## config.mk

```make
export PLATFORM = sky130hd
export DESIGN_NAME = serial_subtractor
export DESIGN_NICKNAME = d
export VERILOG_FILES = /design/src/rtl/sub_pkg.sv /design/src/rtl/full_subtractor.sv /design/src/rtl/serial_subtractor.sv
export SDC_FILE = /design/constraint.sdc
export NUM_CORES = 1
export LEC_CHECK = 0
export ABC_CLOCK_PERIOD_IN_PS = 1900
export CELL_PAD_IN_SITES_DETAIL_PLACEMENT = 1
export CELL_PAD_IN_SITES_GLOBAL_PLACEMENT = 2
export CORE_MARGIN = 5
export CORE_UTILIZATION = 34
export DETAILED_ROUTE_END_ITERATION = 8
export PLACE_DENSITY_LB_ADDON = 0.1
export SLEW_MARGIN = 40
export SYNTH_ARGS = -nofsm -noshare
export SYNTH_HDL_FRONTEND = slang
export SYNTH_SLANG_ARGS = --single-unit
```

## constraint.sdc

```tcl
create_clock -name clk -period 1.9 [get_ports clk]
set_input_delay 0.38 -clock clk [delete_from_list [all_inputs] [get_ports clk]]
set_output_delay 0.38 -clock clk [all_outputs]
set_load 0.02 [all_outputs]
```

## src/rtl/sub_pkg.sv

```systemverilog
// Shared types and defaults for the bit-serial subtractor.
package sub_pkg;

  // Default operand/result width.
  localparam int unsigned WidthDefault = 4;

  // Controller states.
  typedef enum logic [1:0] {
    StIdle = 2'd0,
    StRun  = 2'd1,
    StDone = 2'd2
  } state_e;

endpackage

```

## src/rtl/full_subtractor.sv

```systemverilog
// One-bit full subtractor cell: d = a - b - bin, with borrow out.
module full_subtractor (
  input  logic a,
  input  logic b,
  input  logic bin,
  output logic d,
  output logic bout
);

  // Pure combinational borrow cell.
  always_comb begin
    d    = a ^ b ^ bin;
    bout = (~a & b) | (~(a ^ b) & bin);
  end

endmodule

```

## src/rtl/serial_subtractor.sv

```systemverilog
// Bit-serial subtractor: computes (a - b) mod 2^WIDTH one bit per clock, LSB first,
// with registered diff/borrow/busy/done outputs.
module serial_subtractor
  import sub_pkg::*;
#(
  parameter int unsigned WIDTH = WidthDefault
) (
  input  logic             clk,
  input  logic             rst,
  input  logic             start,
  input  logic [WIDTH-1:0] a,
  input  logic [WIDTH-1:0] b,
  output logic [WIDTH-1:0] diff,
  output logic             borrow,
  output logic             busy,
  output logic             done
);

  localparam int unsigned CntW = $clog2(WIDTH) + 1;
  localparam logic [CntW-1:0] LastBit = CntW'(WIDTH - 1);

  state_e           state_q, state_d;
  logic [WIDTH-1:0] a_sh_q, a_sh_d;
  logic [WIDTH-1:0] b_sh_q, b_sh_d;
  logic [WIDTH-1:0] res_q, res_d;
  logic [CntW-1:0]  cnt_q, cnt_d;
  logic             bin_q, bin_d;
  logic [WIDTH-1:0] diff_q, diff_d;
  logic             borrow_q, borrow_d;
  logic             busy_q, busy_d;
  logic             done_q, done_d;

  logic fs_d;
  logic fs_bout;

  full_subtractor u_cell (
    .a    (a_sh_q[0]),
    .b    (b_sh_q[0]),
    .bin  (bin_q),
    .d    (fs_d),
    .bout (fs_bout)
  );

  // Next-state logic for the controller, datapath shifters and registered outputs.
  always_comb begin
    state_d  = state_q;
    a_sh_d   = a_sh_q;
    b_sh_d   = b_sh_q;
    res_d    = res_q;
    cnt_d    = cnt_q;
    bin_d    = bin_q;
    diff_d   = diff_q;
    borrow_d = borrow_q;

    case (state_q)
      StIdle: begin
        if (start) begin
          a_sh_d  = a;
          b_sh_d  = b;
          bin_d   = 1'b0;
          cnt_d   = '0;
          state_d = StRun;
        end
      end
      StRun: begin
        a_sh_d = {1'b0, a_sh_q[WIDTH-1:1]};
        b_sh_d = {1'b0, b_sh_q[WIDTH-1:1]};
        // New bit enters at the MSB so bit i lands at position i after WIDTH shifts.
        res_d  = {fs_d, res_q[WIDTH-1:1]};
        bin_d  = fs_bout;
        cnt_d  = cnt_q + 1'b1;
        if (cnt_q == LastBit) begin
          diff_d   = {fs_d, res_q[WIDTH-1:1]};
          borrow_d = fs_bout;
          state_d  = StDone;
        end
      end
      StDone: begin
        state_d = StIdle;
      end
      default: begin
        state_d = StIdle;
      end
    endcase

    busy_d = (state_d != StIdle);
    done_d = (state_d == StDone);
  end

  // Single state register bank; reset clears everything immediately.
  always_ff @(posedge clk or posedge rst) begin
    if (rst) begin
      state_q  <= StIdle;
      a_sh_q   <= '0;
      b_sh_q   <= '0;
      res_q    <= '0;
      cnt_q    <= '0;
      bin_q    <= 1'b0;
      diff_q   <= '0;
      borrow_q <= 1'b0;
      busy_q   <= 1'b0;
      done_q   <= 1'b0;
    end else begin
      state_q  <= state_d;
      a_sh_q   <= a_sh_d;
      b_sh_q   <= b_sh_d;
      res_q    <= res_d;
      cnt_q    <= cnt_d;
      bin_q    <= bin_d;
      diff_q   <= diff_d;
      borrow_q <= borrow_d;
      busy_q   <= busy_d;
      done_q   <= done_d;
    end
  end

  assign diff   = diff_q;
  assign borrow = borrow_q;
  assign busy   = busy_q;
  assign done   = done_q;

endmodule

```

==> out/metrics.cfg <==
[route]
vias_per_cell=4.579
drt_iter0_markers=61
postRouteAntennaNets=0
vias=696
routed_wirelength_mm=2.139
drt_first_pass_iters=4
wl_per_cell_um=14.07
drc_errors=0

[floorplan]
fp.dieW_um=67.10
ios=18
core_area_um2=3103
rows=20
dieHeight_um=67.10
initial_core_util_pct=35.73
dieArea_um2=4502

[cts]
numCtsBuffers=3
clock_sinks=24
clockBufferDepth=2
cts_tree=yes
clk_latency_ns=0.31
hold_buffers=0
cts_resized=0
clockRootBuffer=clkbuf_4
post_cts_buffers=0
path_clk_slew_ns=0.13
cts_htree_levels=1

[sta]
hold_viol=0
setup_viol=0
finalCritPeriodShare_pct=87.68
rsz0062_at_grt=no
finalCriticalPeriod_ns=1.666
slew_violations=0
tns_ns=0
timing.fmax_ghz=0.6002
hold-worst-slack_ns=0.3993
max-slew-margin-rel_pct=77.35
final.setup_skew_ns=0.001865
tightestPinTransition_ns=0.3398

[worst_setup_path]
r2r-end=borrow
critPathLaunch=diff[0]
r2r-start=cnt_q[0]
crit_chain=clkdlybuf4s50_1
path_class=register to output port
crit_buf_inv=1
critPathMaxStageDelay_ns=0.61
crit_end=diff[0]
critical_path_depth=1
cp.arrival_ns=1.29
crit_fanout=2
startpoint_type=register
crit_family=buffers and inverters
critPathCaptureType=output port
worstPathRequired_ns=1.52
cpMaxStageDelayCell=clkdlybuf4s50_1
r2r_slack_ns=0.48
r2r_cells=4

[worst_hold_path]
hp-class=input pin to async pin

[power]
p_int_mw=1.374
p_comb_share_pct=45.9
switchingPower_uw=748.5
p_per_area_nw_per_um2=1565
switching_share_pct=35.26
vdd_drop_max_uv=611.6
p_total_mw=2.123
p_leak_nw=0.6322
clkPwrFrac_pct=12.6
sequentialPowerShare_pct=41.5

[synth]
ys_seq_elements=24
syn_inst=88
synth_nets=102
synthTopCellsByCount=24 x dfrtp_1, 16 x inv_1, 5 x mux2_2
netlist_top_cells_area=dfrtp_1 54%, inv_1 5.4%, mux2_2 5.1%, nor4b_1 3.2%, buf_6 3.0%
synth_top_area_share_pct=54.18
synth_ff_type=dfrtp_1
synth.cell_area_um2=1109
syn_avg_cell_area_um2=12.60
synth_top_area_cell=dfrtp_1
synth-edff-count=0
synth_most_common_cell=dfrtp_1
ys_async_sr_fraction_pct=100.0
synth_cell_types=24
seq_area_frac_synth_pct=54.18
yosys_warnings=0

[placement]
hpwl_mm=1.504
gp_congestion=0.7092
numPortBuffers=17
dp.cells=148

[layout]
drive_gt1_share_pct=14.81
fill_cells=352
antenna_cells=0
finish.utilization_pct=43.71
nNetsFinal=123
syn_to_final_growth_pct=22.35
fin_cells=152

[status]
status=finished, final reports clean

[job]
drv_cap=0

[grt]
grt_usage_pct=11.33
antenna_found_initial=0
grt_pass1_wl_mm=3.808
grt_overflow=0
grt_pass1_vias=792
grt_max_degree=25

## power groups by stage
stage               combinational [mW]  sequential (mW)  clock (mW)
CTS                               1.00            0.885       0.285
finish                           0.974            0.881       0.268
global placement                 0.980            0.889           0
global route                      1.10            0.913       0.308
detailed placement               0.999            0.895           0
floorplan                        0.643            0.951           0
## worst min-delay path by stage
stage                       endpoint     start  slack [ns]  depth (start not counted)
final                     state_q[1]       rst        0.40                          3
after global routing      state_q[1]       rst        0.45                          3
after CTS                  a_sh_q[3]       rst        0.40                          3
after detailed placement    cnt_q[2]  cnt_q[2]        0.48                          1
after global placement      res_q[1]  res_q[1]        0.47                          1
after floorplan            a_sh_q[0]       rst        0.39                          1
## per-layer routing
| metal | track usage, % | up-vias | wire length (µm) | share of wire [%] |
|---|---|---|---|---|
| met5 | 0 | - | 0 | 0 |
| met4 | 4.557 | 0 | 20 | 0.94 |
| met3 | 2.530 | 2 | 99 | 4.6 |
| met2 | 17.79 | 8 | 993 | 46 |
| met1 | 15.02 | 345 | 1026 | 48 |
| li1 | - | 341 | - | - |
## stage by stage
stage / instance area (µm²) / setup WS, ns
2_1_floorplan: 1109 / 0.5625
3_3_place_gp: 1320 / 0.1838
3_5_place_dp: 1320 / 0.1712
4_1_cts: 1356 / 0.2110
5_1_grt: 1356 / 0.1718
6_report: 1356 / 0.2340
## sequential cells by signal (all words and copies together) (netlist names)
name and cells:
bin_q 1, busy 1, cnt_q 3, state_q 2, res_q 3, borrow 1
diff 4, b_sh_q 4, done 1, a_sh_q 4
## layout by cell type (no fill, tap or decap), types with 2 or more instances in the layout
master / instances
nor4b_1: 4
clkdlybuf4s50_1: 17
mux2i_1: 2
mux2_1: 2
a22o_1: 3
dfrtp_1: 24
ha_1: 2
nand4bb_1: 2
a211oi_1: 4
a222oi_1: 2
clkbuf_4: 3
inv_1: 16
buf_4: 4
nor2_1: 2
mux2_2: 5
nand2_1: 2
nor2b_1: 2
nor3b_1: 4
## cells by family (layout without fill, tap and decap cells)
group	count (synthesis)	in the layout	synth area share [%]
and+or+nand+nor	18	18	13.43
DFF	24	24	54.18
AOI/OAI and AO/OA	13	13	10.05
muxes	9	9	8.916
adders and majority gates	3	3	4.063
buffers and inverters	21	41	9.368
## final cells by class
class | instances | area (µm²) | share of cell area (%)
timing repair buffer | 21 | 200.2 | 14.76
tap | 44 | 55.05 | 4.059
multi-input combinational | 43 | 404.1 | 29.80
clock buffer | 4 | 36.28 | 2.675
sequential | 24 | 600.6 | 44.28
inverter | 16 | 60.06 | 4.428
No activity file was read; power rests on OpenSTA's default activity.
==> RTL edit 1 (same settings) <==
Put one more register stage on the output `diff`, cleared by the reset. The value now appears one clock later. The other outputs are not delayed to match. Comments in the files are not updated.
--- a/src/rtl/serial_subtractor.sv
+++ b/src/rtl/serial_subtractor.sv
@@ -114,7 +114,13 @@
     end
   end
 
-  assign diff   = diff_q;
+  always_ff @(posedge clk or posedge rst) begin
+    if (rst) begin
+      diff <= '0;
+    end else begin
+      diff <= diff_q;
+    end
+  end
   assign borrow = borrow_q;
   assign busy   = busy_q;
   assign done   = done_q;
Behaviour: not the same (Yosys sat finds a counterexample within 10 cycles, from zero or initial values and one cycle with rst high).
==> RTL edit 1 against the unedited design <==
- synthesized area up 6.1%
- total power up 5.4%
- global-route usage down 0.68 points
- die area up 5.2%
- final area up 4.0%
- clock skew about the same
- fmax down 0.19%
- wire length up 1.4%
- worst setup slack worse by 3.2 ps
- sequential cell count up 4
- cell count unchanged
- core utilization down 1.5 points
- highest routed layer unchanged
- via count up 3.7%
==> RTL edit 1: results <==
set metrics [dict create \
    n_antenna_cell 0 \
    irDropWorstVdd_v 0.0006342 \
    drtIter0Drc 55 \
    ys_types 18 \
    max_stage_delay_ps 600 \
    worst_r2r_path_depth 4 \
    cts_buffers 3 \
    min_from "diff_q[2]$_DFFE_PP0P_" \
    hold_class "reg2reg" \
    ys_seq_area_frac 0.5957 \
    nets 121 \
    post-cts-setup-buffers 0 \
    outcome "complete, no violations" \
    clockBufferDepth 2 \
    clk_pin_slew_ps 150 \
    start_kind "flop" \
    grtUsageTotal 0.1065 \
    maxSlewHeadroom 0.6711 \
    cp_max_fo 2 \
    grt_pass1_wl_mm 3.691 \
    skew_ps 2.347 \
    ctsRootBufferMaster "clkbuf_4" \
    grt_pass1_vias 762 \
    dpl.cell_count 148 \
    io_buffers 17 \
    critPathTopFamily "buffers and inverters" \
    drive_above_1_share 0.1887 \
    gp_congestion 0.6487 \
    avgSynthCellArea_um2 13.52 \
    vias 722 \
    r2r-end "diff_q[0]$_DFFE_PP0P_" \
    whs_path_depth 0 \
    reg2reg_slack_ps 400 \
    cts-resized-gates 0 \
    grt_max_degree 29 \
    synth_common_cells "dfrtp_1, inv_1, mux2_2" \
    reg2reg_from "cnt_q[0]$_DFFE_PP0P_" \
    hold_end "diff[2]$_DFF_PP0_" \
    grt_antenna_before_repair 0 \
    crit_end "borrow" \
    htreeDepth 1 \
    hpwl_mm 1.487 \
    crit_path_start "borrow$_DFFE_PP0P_" \
    synth_area_leaders "dfrtp_1, mux2_2, a222oi_1" \
    via_per_inst 4.750 \
    static-leakage-power_nw 0.6617 \
    syn_nets 101 \
    drt-total-wl_mm 2.168 \
]
## RTL edit 1: changes by cell type after synthesis, sizes merged
cell,change
nor3b,-4
buf,-1
a211oi,-4
nor4b,-4
nor2,+4
dfrtp,+4
a222oi,+4
## RTL edit 1: final cells by class
cell class / instances / area (µm²)
Timing Repair Buffer: 19 / 185.2
Fill cell: 374 / 1927
Sequential cell: 28 / 700.7
Multi-Input combinational cell: 39 / 370.4
Clock buffer: 4 / 36.28
Inverter: 16 / 60.06
Tap cell: 46 / 57.56
## RTL edit 1: cells by family after synthesis
kind of cell    share of synthesized area
simple gates                      0.07659
mux                               0.08405
compound gates                     0.1160
flops                              0.5957
buf+inv                           0.08936
fa+ha+maj                         0.03830
## RTL edit 1: per-layer routing
metal	wire, µm	GRT usage	up-vias
met5	0	0	-
met4	16	0.04380	0
met3	120	0.02593	2
met2	910	0.1609	17
met1	1121	0.1458	367
li1	-	-	336
## RTL edit 1: metrics by stage
stage / util / worst slack [ps] / hold WS (ps) / power, mW / cell area, µm²
after floorplan: - / 533.2 / 348.6 / 1.737 / 1176
after global placement: 0.4117 / 270.3 / 356.2 / 1.954 / 1374
after detailed placement: 0.4117 / 209.2 / 359.6 / 1.984 / 1374
after CTS: 0.4226 / 207.4 / 393.6 / 2.280 / 1410
after global routing: 0.4226 / 171.3 / 398.5 / 2.427 / 1410
final: 0.4226 / 230.8 / 391.0 / 2.238 / 1410
## RTL edit 1: power breakdown
part / leakage (nW) / total, mW / switching [mW] / internal (mW)
registers: 0.341 / 1.03 / 0.164 / 0.870
logic: 0.300 / 0.918 / 0.418 / 0.500
clock network: 0.0210 / 0.286 / 0.169 / 0.117
total: 0.662 / 2.24 / 0.751 / 1.49
==> RTL edit 2 (same flow settings) <==
Made on the original files. The package constant `WidthDefault` goes from 4 to 8.
--- a/src/rtl/sub_pkg.sv
+++ b/src/rtl/sub_pkg.sv
@@ -2,7 +2,7 @@
 package sub_pkg;
 
   // Default operand/result width.
-  localparam int unsigned WidthDefault = 4;
+  localparam int unsigned WidthDefault = 8;
 
   // Controller states.
   typedef enum logic [1:0] {
Ports: changed (resized a, b and diff); port bits go from 18 to 30. No check against the original RTL was run, so the function may have changed too.
==> RTL edit 2 against the unedited design <==
- fmax up 1.5%
- synthesized area grew 54%
- final area rose by 62%
- sequential power up 70%
- sequential cell count grew 17
- sequential share of layout area up 2.5 points
- non-clock buffer count is 14 higher
- worst setup slack gained 24 ps
- synthesized cell count up 52%
- clock power increased to 2.5 times the old value
- wire length grew 82%
- total power rose by 59%
- largest power group is now sequential cells
- highest routed layer unchanged
==> RTL edit 2: results <==
set metrics [dict create \
    outcome "complete, no violations" \
    dpl-instance-area_um2 2087 \
    ctsRootBufferMaster "clkbuf_8" \
    dr.pass1.iters 4 \
    crit_path_top_delay_cell "clkdlybuf4s50_1" \
    gp_congestion 0.7567 \
    clk_pin_slew_ps 80 \
    ys_types 27 \
    hold_end "a_sh_q[6]$_DFFE_PP0P_" \
    synth_common_cells "dfrtp_1, mux2_2, nand2_1" \
    drv_cap 0 \
    skew_ps 4.347 \
    clk_latency_ps 290 \
    cts_buffers 5 \
    grtUsageTotal 0.1324 \
    via_per_inst 5.021 \
    irDropWorstVdd_v 0.0006707 \
    hold_class "reg2reg" \
    reg2reg_from "state_q[1]$_DFF_PP0_" \
    nets 189 \
    drtIter0Drc 32 \
    syn_nets 155 \
    drive_above_1_share 0.1905 \
    synthAdderAreaFrac 0.01909 \
    htreeDepth 2 \
    clockBufferDepth 2 \
    tightest_slew_ps 631.5 \
    grt_pass1_wl_mm 6.624 \
    ys_seq_area_frac 0.6021 \
    drt-total-wl_mm 3.885 \
    cp_max_fo 2 \
    synth_compound_area_frac 0.1535 \
    static-leakage-power_nw 0.9190 \
    synth_area_leaders "dfrtp_1, mux2_2, a22oi_1" \
    worstPathArrival_ps 1260 \
    grt_pass1_vias 1330 \
    p_switching_mw 1.109 \
    io_buffers 29 \
    grt_max_degree 42 \
    hpwl_mm 2.675 \
    reg2reg_slack_ps 310 \
    syn_area_um2 1704 \
    crit_path_start "diff[7]$_DFFE_PP0P_" \
    grt_antenna_before_repair 0 \
    r2r-end "cnt_q[3]$_DFFE_PP0P_" \
    synth.mux.area_fraction 0.09912 \
]
[RTL edit 2: kinds of logic after synthesis]
kind of cell	Yosys count
AOI/OAI and AO/OA	40
DFF	41
muxes	15
buffers and inverters	11
and+or+nand+nor	25
adders and majority gates	2
[RTL edit 2: through the flow]
step                setup WS (ps)  cells  utilization  hold WS [ps]
floorplan                   521.0    134            -         450.2
global placement            280.8    228       0.4361         462.9
detailed placement          200.0    228       0.4361         476.4
CTS                         232.5    235       0.4578         493.8
global route                214.8    235       0.4578         510.4
finish                      258.1    235       0.4578         490.3
[RTL edit 2: worst max-delay path by stage]
stage	endpoint	slack [ps]	cells past startpoint
6_report	diff[7]	260	1
5_1_grt	diff[7]	210	1
4_1_cts	diff[7]	230	1
3_5_place_dp	b_sh_q[7]$_DFFE_PP0P_	200	4
3_3_place_gp	a_sh_q[7]$_DFFE_PP0P_	280	4
2_1_floorplan	borrow$_DFFE_PP0P_	520	4
[RTL edit 2: layout make-up]
type / instances / area [µm²]
inverter: 3 / 11.26
clock buffer: 5 / 68.82
clock inverter: 2 / 35.03
timing repair buffer: 35 / 347.8
sequential: 41 / 1026
multi-input combinational: 82 / 618.1
fill: 524 / 2595
tap: 67 / 83.83
[RTL edit 2: metal layers]
metal	GRT usage	vias up	part of all wire
met5	0	-	0
met4	0.05068	0	0.018
met3	0.03437	8	0.041
met2	0.2094	21	0.47
met1	0.1744	608	0.47
li1	-	543	-
[RTL edit 2: power by group through the flow]
stage	Combinational (mW)	Sequential, mW	Clock (mW)
finish	1.19	1.50	0.677
detailed placement	1.21	1.52	0
global placement	1.17	1.49	0
CTS	1.22	1.51	0.693
floorplan	0.682	1.56	0
global route	1.32	1.55	0.729
